### config.mk
export PLATFORM = sky130hd
export DESIGN_NAME = axi_w_dest_router
export DESIGN_NICKNAME = d
export VERILOG_FILES = /design/src/rtl/axi_w_router_pkg.sv /design/src/rtl/axi_w_dest_fifo.sv /design/src/rtl/axi_w_dest_router.sv
export SDC_FILE = /design/constraint.sdc
export NUM_CORES = 1
export LEC_CHECK = 0
export ABC_AREA = 1
export CORE_MARGIN = 4
export CORE_UTILIZATION = 30
export DETAILED_ROUTE_END_ITERATION = 16
export PLACE_DENSITY_LB_ADDON = 0.12
export SLEW_MARGIN = 20
export SYNTH_ARGS = -nofsm -noshare
export SYNTH_HDL_FRONTEND = slang
export SYNTH_SLANG_ARGS = --single-unit
### constraint.sdc
create_clock -name clk -period 7.07 [get_ports clk]
set_clock_uncertainty 0.1 [all_clocks]
set_input_delay 1.414 -clock clk [delete_from_list [all_inputs] [get_ports clk]]
set_output_delay 1.414 -clock clk [all_outputs]
set_load 0.1 [all_outputs]
### src/rtl/axi_w_router_pkg.sv
// Shared types and helpers for the AXI W-channel destination router.
// Entry layouts cover both builds: with AXI_W_LEN_CHECK_EN (len field present) and without.
package axi_w_router_pkg;

  localparam int N_INIT_PORT_DEF = 4;
  localparam int AXI_LEN_W_DEF   = 8;
  localparam int ONEHOT_MAX_W    = 64;

  typedef struct packed {
    logic                       err;
    logic [N_INIT_PORT_DEF-1:0] dest;
    logic [AXI_LEN_W_DEF-1:0]   len;
  } w_dest_len_entry_t;

  typedef struct packed {
    logic                       err;
    logic [N_INIT_PORT_DEF-1:0] dest;
  } w_dest_entry_t;

  function automatic int count_w(input int depth);
    return $clog2(depth + 1);
  endfunction

  function automatic logic is_onehot(input logic [ONEHOT_MAX_W-1:0] v);
    return $onehot(v);
  endfunction

endpackage

### src/rtl/axi_w_dest_fifo.sv
// Registered destination FIFO with occupancy count; no fall-through, no pass-through.
// Data storage is not reset; only pointers and count are.
module axi_w_dest_fifo
  import axi_w_router_pkg::*;
#(
  parameter int WIDTH = 8,
  parameter int DEPTH = 8
) (
  input  logic                      clk,
  input  logic                      rst_n,
  input  logic                      test_en_i,
  input  logic                      push_i,
  input  logic [WIDTH-1:0]          data_i,
  input  logic                      pop_i,
  output logic [WIDTH-1:0]          data_o,
  output logic                      full_o,
  output logic                      empty_o,
  output logic [count_w(DEPTH)-1:0] count_o
);

  localparam int PTR_W = $clog2(DEPTH);
  localparam int CNT_W = count_w(DEPTH);

  logic [WIDTH-1:0] mem [DEPTH];
  logic [PTR_W-1:0] wr_ptr;
  logic [PTR_W-1:0] rd_ptr;
  logic             push_ok;
  logic             pop_ok;
  logic             unused_test_en;

  assign unused_test_en = test_en_i;

  assign full_o  = (count_o == CNT_W'(DEPTH));
  assign empty_o = (count_o == '0);
  assign push_ok = push_i & ~full_o;
  assign pop_ok  = pop_i & ~empty_o;
  assign data_o  = mem[rd_ptr];

  // Pointers wrap naturally because DEPTH is a power of two
  always_ff @(posedge clk or negedge rst_n) begin
    if (!rst_n) begin
      wr_ptr  <= '0;
      rd_ptr  <= '0;
      count_o <= '0;
    end else begin
      if (push_ok) wr_ptr <= wr_ptr + 1'b1;
      if (pop_ok)  rd_ptr <= rd_ptr + 1'b1;
      case ({push_ok, pop_ok})
        2'b10:   count_o <= count_o + 1'b1;
        2'b01:   count_o <= count_o - 1'b1;
        default: count_o <= count_o;
      endcase
    end
  end

  always_ff @(posedge clk) begin
    if (push_ok) mem[wr_ptr] <= data_i;
  end

endmodule

### src/rtl/axi_w_dest_router.sv
// W-channel router: steers W beats to the initiator chosen by the AW-ordered head entry,
// sinks decode-error bursts. Optional burst-length checker under `AXI_W_LEN_CHECK_EN.
module axi_w_dest_router
  import axi_w_router_pkg::*;
#(
  parameter int N_INIT_PORT = 4,
  parameter int FIFO_DEPTH  = 8,
  parameter int AXI_LEN_W   = 8
) (
  input  logic                           clk,
  input  logic                           rst_n,
  input  logic                           test_en_i,
  input  logic                           push_dest_i,
  input  logic [N_INIT_PORT-1:0]         dest_i,
  input  logic                           err_i,
  input  logic [AXI_LEN_W-1:0]           len_i,
  output logic                           dest_grant_o,
  input  logic                           wvalid_i,
  input  logic                           wlast_i,
  output logic                           wready_o,
  output logic [N_INIT_PORT-1:0]         wvalid_o,
  input  logic [N_INIT_PORT-1:0]         wready_i,
  output logic                           err_done_o,
`ifdef AXI_W_LEN_CHECK_EN
  output logic                           len_err_o,
`endif
  output logic [count_w(FIFO_DEPTH)-1:0] fifo_count_o
);

`ifdef AXI_W_LEN_CHECK_EN
  typedef struct packed {
    logic                   err;
    logic [N_INIT_PORT-1:0] dest;
    logic [AXI_LEN_W-1:0]   len;
  } entry_t;
`else
  typedef struct packed {
    logic                   err;
    logic [N_INIT_PORT-1:0] dest;
  } entry_t;
`endif

  entry_t push_entry;
  entry_t head;
  logic   fifo_full;
  logic   fifo_empty;
  logic   head_vld;
  logic   beat_acc;
  logic   pop;

  always_comb begin
    push_entry      = '0;
    push_entry.err  = err_i;
    push_entry.dest = dest_i;
`ifdef AXI_W_LEN_CHECK_EN
    push_entry.len  = len_i;
`endif
  end

  axi_w_dest_fifo #(
    .WIDTH($bits(entry_t)),
    .DEPTH(FIFO_DEPTH)
  ) u_fifo (
    .clk      (clk),
    .rst_n    (rst_n),
    .test_en_i(test_en_i),
    .push_i   (push_dest_i),
    .data_i   (push_entry),
    .pop_i    (pop),
    .data_o   (head),
    .full_o   (fifo_full),
    .empty_o  (fifo_empty),
    .count_o  (fifo_count_o)
  );

  assign dest_grant_o = ~fifo_full;
  assign head_vld     = ~fifo_empty;

  // Head decode: error heads accept and discard beats, normal heads forward to dest
  always_comb begin
    wvalid_o   = '0;
    wready_o   = 1'b0;
    err_done_o = 1'b0;
    if (head_vld) begin
      if (head.err) begin
        wready_o   = 1'b1;
        err_done_o = wvalid_i & wlast_i;
      end else begin
        wvalid_o = {N_INIT_PORT{wvalid_i}} & head.dest;
        wready_o = |(wready_i & head.dest);
      end
    end
  end

  assign beat_acc = wvalid_i & wready_o;
  assign pop      = beat_acc & wlast_i;

`ifdef AXI_W_LEN_CHECK_EN
  logic [AXI_LEN_W-1:0] beat_cnt;
  logic                 len_viol;

  assign len_viol = beat_acc & (wlast_i != (beat_cnt == head.len));

  // Counter saturates so an over-long burst keeps flagging instead of wrapping to a match
  always_ff @(posedge clk or negedge rst_n) begin
    if (!rst_n) begin
      beat_cnt  <= '0;
      len_err_o <= 1'b0;
    end else begin
      len_err_o <= len_viol;
      if (pop)                              beat_cnt <= '0;
      else if (beat_acc && beat_cnt != '1)  beat_cnt <= beat_cnt + 1'b1;
    end
  end
`else
  logic unused_len;
  assign unused_len = ^len_i;
`endif

  a_dest_onehot: assert property (@(posedge clk) disable iff (!rst_n)
    (push_dest_i && dest_grant_o && !err_i) |-> is_onehot(ONEHOT_MAX_W'(dest_i)));

endmodule

======== Yosys cells after proc, flatten, opt, wreduce, memory -nomap -nowiden ========
Memory sizes are Yosys's and may differ from the RTL's.
Cells that the tools add are included.
operators by class
  $add $sub $neg .......................... 4
  equal/unequal tests ..................... 3
  multiplexer cells ....................... 9
  bitwise logic cells ..................... 9
  reduce and logical (&&, ||, !) cells .... 3
operators with widths
  kind                                                  count
  bitwise AND 4 bit                                     2
  two-way mux 4 bit                                     2
  one-hot mux 4 bit (2 select lines)                    1
  adder 3 x 1 -> 3 bit (second input constant)          2
  two-way mux 1 bit                                     6
  bitwise AND 1 bit                                     5
  adder 4 x 1 -> 4 bit (second input constant)          1
  equality test 4 bit (second input constant)           1
  logical NOT 4 bit                                     1
  OR reduction 4 bit                                    1
  subtractor 4 x 1 -> 4 bit (second input constant)     1
  equality test 2 x 1 -> 1 bit (second input constant)  1
  equality test 2 bit (second input constant)           1
  inverter 1 bit                                        2
  nonzero test 2 bit                                    1
word-level totals
  register bits after elaboration ......... 10
  bits in writable memories ............... 40
  input bits .............................. 23
  word-level logic and storage cells ...... 32
  memories kept ........................... 1
memory list
  name        depth  width  rd ports  clocked after memory_dff  write ports  line                   text
  u_fifo.mem  8      5      1         0                         1            axi_w_dest_fifo.sv:24  logic [WIDTH-1:0] mem [DEPTH];

======== Depth between registers and ports, before layout ========
An unclocked memory read counts as a cell.
  depth after elaboration ................. 10
  mapped depth ............................ 19
  mapped depth without buffers ............ 18

======== Modules after synthesis ========
Synthesis repeated with hierarchy kept, for this count alone.
second synthesis, totals
  cells, all modules ...................... 240
  area total of the unflattened synthesis .. 2357.3 um2
modules (own cells, without submodules)
  module             times used  cells an instance  area an instance (um2)  seq. area each (um2)
  axi_w_dest_fifo    1           217                2252.2                  1451.4
  axi_w_dest_router  1           23                 105.1                   0.0

======== Worst setup path after synthesis ========
OpenSTA, ideal clock, no wires.
  kind .................................... in2out
  from .................................... in wready_i[2]
  to ...................................... out wready_o
  arrival time ............................ 2979 ps
  setup slack ............................. 2577 ps
  cell stages on the path ................. 6
  cells stage by stage .................... nand3_1 inv_1 nor2_2 nand2_2 inv_2 nor2_1
between the ends
  longest elaborated chain between the ends .. 4
RTL lines
  item                line                     text
  start: declaration  axi_w_dest_router.sv:22  input logic [N_INIT_PORT-1:0] wready_i,
  bitwise AND 4 bit   axi_w_dest_router.sv:90  wready_o = |(wready_i & head.dest);
  OR reduction 4 bit  axi_w_dest_router.sv:90
  two-way mux 1 bit   axi_w_dest_router.sv:85  if (head.err) begin
  two-way mux 1 bit   axi_w_dest_router.sv:84  if (head_vld) begin
  end: declaration    axi_w_dest_router.sv:20  output logic wready_o,
No other way between the ends.

======== Worst setup path after layout ========
  from .................................... reg u_fifo.rd_ptr[0]
  to ...................................... out wvalid_o[3]
between the ends
  longest elaborated chain between the ends .. 4
RTL lines
  item                      line                     text
  start: declaration        axi_w_dest_fifo.sv:26    logic [PTR_W-1:0] rd_ptr;
  start signal: assignment  axi_w_dest_fifo.sv:47    if (pop_ok) rd_ptr <= rd_ptr + 1'b1;
  memory (8 x 5 bit) (*)    n/a
  bitwise AND 4 bit         axi_w_dest_router.sv:89  wvalid_o = {N_INIT_PORT{wvalid_i}} & head.dest;
  two-way mux 4 bit (*)     axi_w_dest_router.sv:85
  two-way mux 4 bit (*)     axi_w_dest_router.sv:84
  end: declaration          axi_w_dest_router.sv:21  output logic [N_INIT_PORT-1:0] wvalid_o,
Every way passes the cells marked *; elsewhere a longest branch is shown, timed or not.

==> impl_results.md <==
* Part of the power in registers at 0.347
* Root Buffer: clkbuf_8
* Core area at between 0.007 and 0.008 sq mm
* Post-Layout Inst Area at 0.00282 sq mm
* Reg2reg end: u_fifo.count_o[3]
* Critical Path RT at 5.56 ns
* Run status: finished, final reports clean
* Crit Path Category: reg2out
* Post-synth net total at 269
* Synth area leaders: edfxtp_1, dfrtp_1, nand2_1
* First-pass GRT wire length at approximately 8000 um
* # rows at 32
* CTS HTree Levels at 2
* Area added between synthesis and finish at 17.6%
* TritonCTS clock tree: yes
* DRC viols at 0
* Clock-pin slew on the worst setup and hold paths at about 0.09 ns
* HP Class: reg2reg
* Hpwl dp at between 3000 and 4000 um
* Port bufs at 24
* Arrival time at the worst endpoint at between 3 and 4 ns
* Worst reg-to-reg path cell count at 18
* Worst hold endpoint: u_fifo.count_o[0]
* Ys Warns at 0
* Hold Buf Count CTS at 0
* Finished Core Util at 0.364
* Total number of vias at 1,586
* Sw power at ~0.64 mW
* Top cell type's share of synthesized area at 0.500
* Hold Path Depth at 1
* CTS Buffer Depth at 2
* Worst r2r src: u_fifo.rd_ptr[0]
* Fin Hold WS at roughly 0.42 ns
* Commonest non-fill, non-tap cell in the layout: nand2_1
* Register-to-register setup slack at 3.46 ns
* TritonCTS Sinks at 50
* Synth area leader: edfxtp_1
* Worst vdd ir at about 0.13 mV
* Maxcap violations at 0
* Number of global-route vias before repair at 1,463
* Share of layout cells above drive strength 1 at 0.0940
* Worst-path fanout max at 24
* Sw Ratio at 0.489
* Crit-path cells: inv_2 > o21ai_1 > o211ai_1 > nand2_2 > nand3_1 > nor2_1 > clkdlybuf4s50_1
* Worst slew pin tran at between 0.9 and 1 ns
* Final setup fails at 0
* CP top delay family: buffers and inverters
* Num CTS Buffers at 5
* Hold path start: u_fifo.count_o[0]
* Mean routed wirelength per cell at 13.9 um
* Leak Pwr at 1.20 nW
* Crit-path slowest cell: clkdlybuf4s50_1
* Final Cycle Share at 0.731
* Die Wd at 97.5 um
* Largest net degree at the start of global routing at 25
* Ant. Diodes at 0
* Final hold vios at 0
* Nets at approximately 290
* Antenna Nets Post-Route at 0
* Post-cts gate resize count at 0
* Combinational power share at 0.498
* Initial Utilization at 0.309
* IO Pins at 34
* Power Internal at 0.664 mW
* Setup crit start kind: flop
* Initial antenna violation count at 0
* Most frequent cells in the layout: nand2_1, edfxtp_1, nor2_1
* Number of DRC markers in iteration 0 at 69
* RSZ-0062 raised after global routing: no
* Unique cell type count in the Yosys netlist at 24
* Final min period at a little over 5 ns
* Setup crit end kind: output pin
* Gpl congestion at 0.783
* Layout fillers at approximately 800
* Mapped Area at 0.00240 sq mm
* Clk network pwr share at 0.155
* Die ar. at 0.00950 sq mm
* CP peak stage delay at 1.16 ns
* Post-Synthesis Cells at 240
* WL final at between 5000 and 6000 um
* Setup TNS at 0 ns
* Vias per cell at 4.31
* Worst path bufs/invs at 2
* Skew-Pair Late Insertion Delay at 0.30 ns
* Pwr dens at between 400 and 500 mW/mm^2
* Fmax achieved at 194 MHz
* Setup bufs post-CTS at 0
* Vertical die dimension at 97.5 um
* Slew Viols, Final at 0
* GRT Util Overall at 0.111
* Avg Inst Size Synth at 10.0 sq um
* Sequential area share after synthesis at 0.604
* Global route total overflow at 0
* Slew margin rel. at 0.351
* Synth Register Bits at 50
* First-pass DRT Iterations at 4
* Placed Area at 0.00271 sq mm
per-layer routing:
metal  wire length [um]  part of all wire  vias up  track usage
li1                   -                 -      826            -
met1               2540              0.50      726        0.153
met2               2270              0.44       30        0.170
met3                260             0.051        4       0.0266
met4                 46            0.0090        0       0.0383
met5                  0                 0        -            0
how the worst max path moves through the flow:
stage / cells past startpoint / start / slack, ns / to
2_1_floorplan: 6 / wready_i[2] / 2.58 / wready_o
4_1_cts: 7 / u_fifo.rd_ptr[0] / 1.80 / wvalid_o[3]
5_1_grt: 7 / u_fifo.rd_ptr[0] / 1.65 / wvalid_o[3]
6_report: 7 / u_fifo.rd_ptr[0] / 1.90 / wvalid_o[3]
3_5_place_dp: 8 / wready_i[0] / 2.04 / wready_o
3_3_place_gp: 8 / wready_i[3] / 2.04 / wready_o
registers in the layout, indices dropped and copies added, names as in the netlist:
name and count:
u_fifo.count_o 4, u_fifo.mem 40, u_fifo.rd_ptr 3, u_fifo.wr_ptr 3
synthesized netlist by cell type, drive strengths merged:
cell / n
nand2: 65
edfxtp: 40
nor2: 34
inv: 32
nand3: 28
dfrtp: 10
o21ai: 10
buf: 6
ha: 5
xor2: 4
a211oi: 1
fa: 1
o211ai: 1
o21bai: 1
or2: 1
xnor2: 1
cell type report:
| cell class | count | area, sq um | share of cell area |
|---|---|---|---|
| Clock buffer | 5 | 68.8 | 0.0244 |
| Clock inverter | 3 | 43.8 | 0.0155 |
| Inverter | 32 | 120 | 0.0425 |
| Multi-Input combinational cell | 152 | 772 | 0.273 |
| Sequential cell | 50 | 1450 | 0.514 |
| Tap cell | 102 | 128 | 0.0452 |
| Timing Repair Buffer | 24 | 240 | 0.0851 |
per-stage QoR:
step	power, mW	std cells	setup slack [ns]
detailed placement	1.11	360	2.04
global route	1.39	368	1.65
CTS	1.32	368	1.80
floorplan	0.972	240	2.58
global placement	1.11	360	2.04
finish	1.30	368	1.90
power groups by stage:
stage / Sequential (mW) / Clock (mW) / Combinational [mW]
6_report: 0.452 / 0.202 / 0.648
4_1_cts: 0.454 / 0.209 / 0.656
3_5_place_dp: 0.461 / 0 / 0.652
5_1_grt: 0.463 / 0.222 / 0.703
3_3_place_gp: 0.460 / 0 / 0.652
2_1_floorplan: 0.502 / 0 / 0.470
kinds of logic (layout without fill, tap and decap cells):
group | Yosys count | after routing | synth area share
compound gates | 13 | 13 | 0.0365
fa+ha+maj | 6 | 6 | 0.0344
flops | 50 | 50 | 0.604
simple gates | 128 | 128 | 0.232
buf+inv | 38 | 64 | 0.0740
xor+xnor | 5 | 5 | 0.0182
No activity file was read; power rests on OpenSTA's default activity.
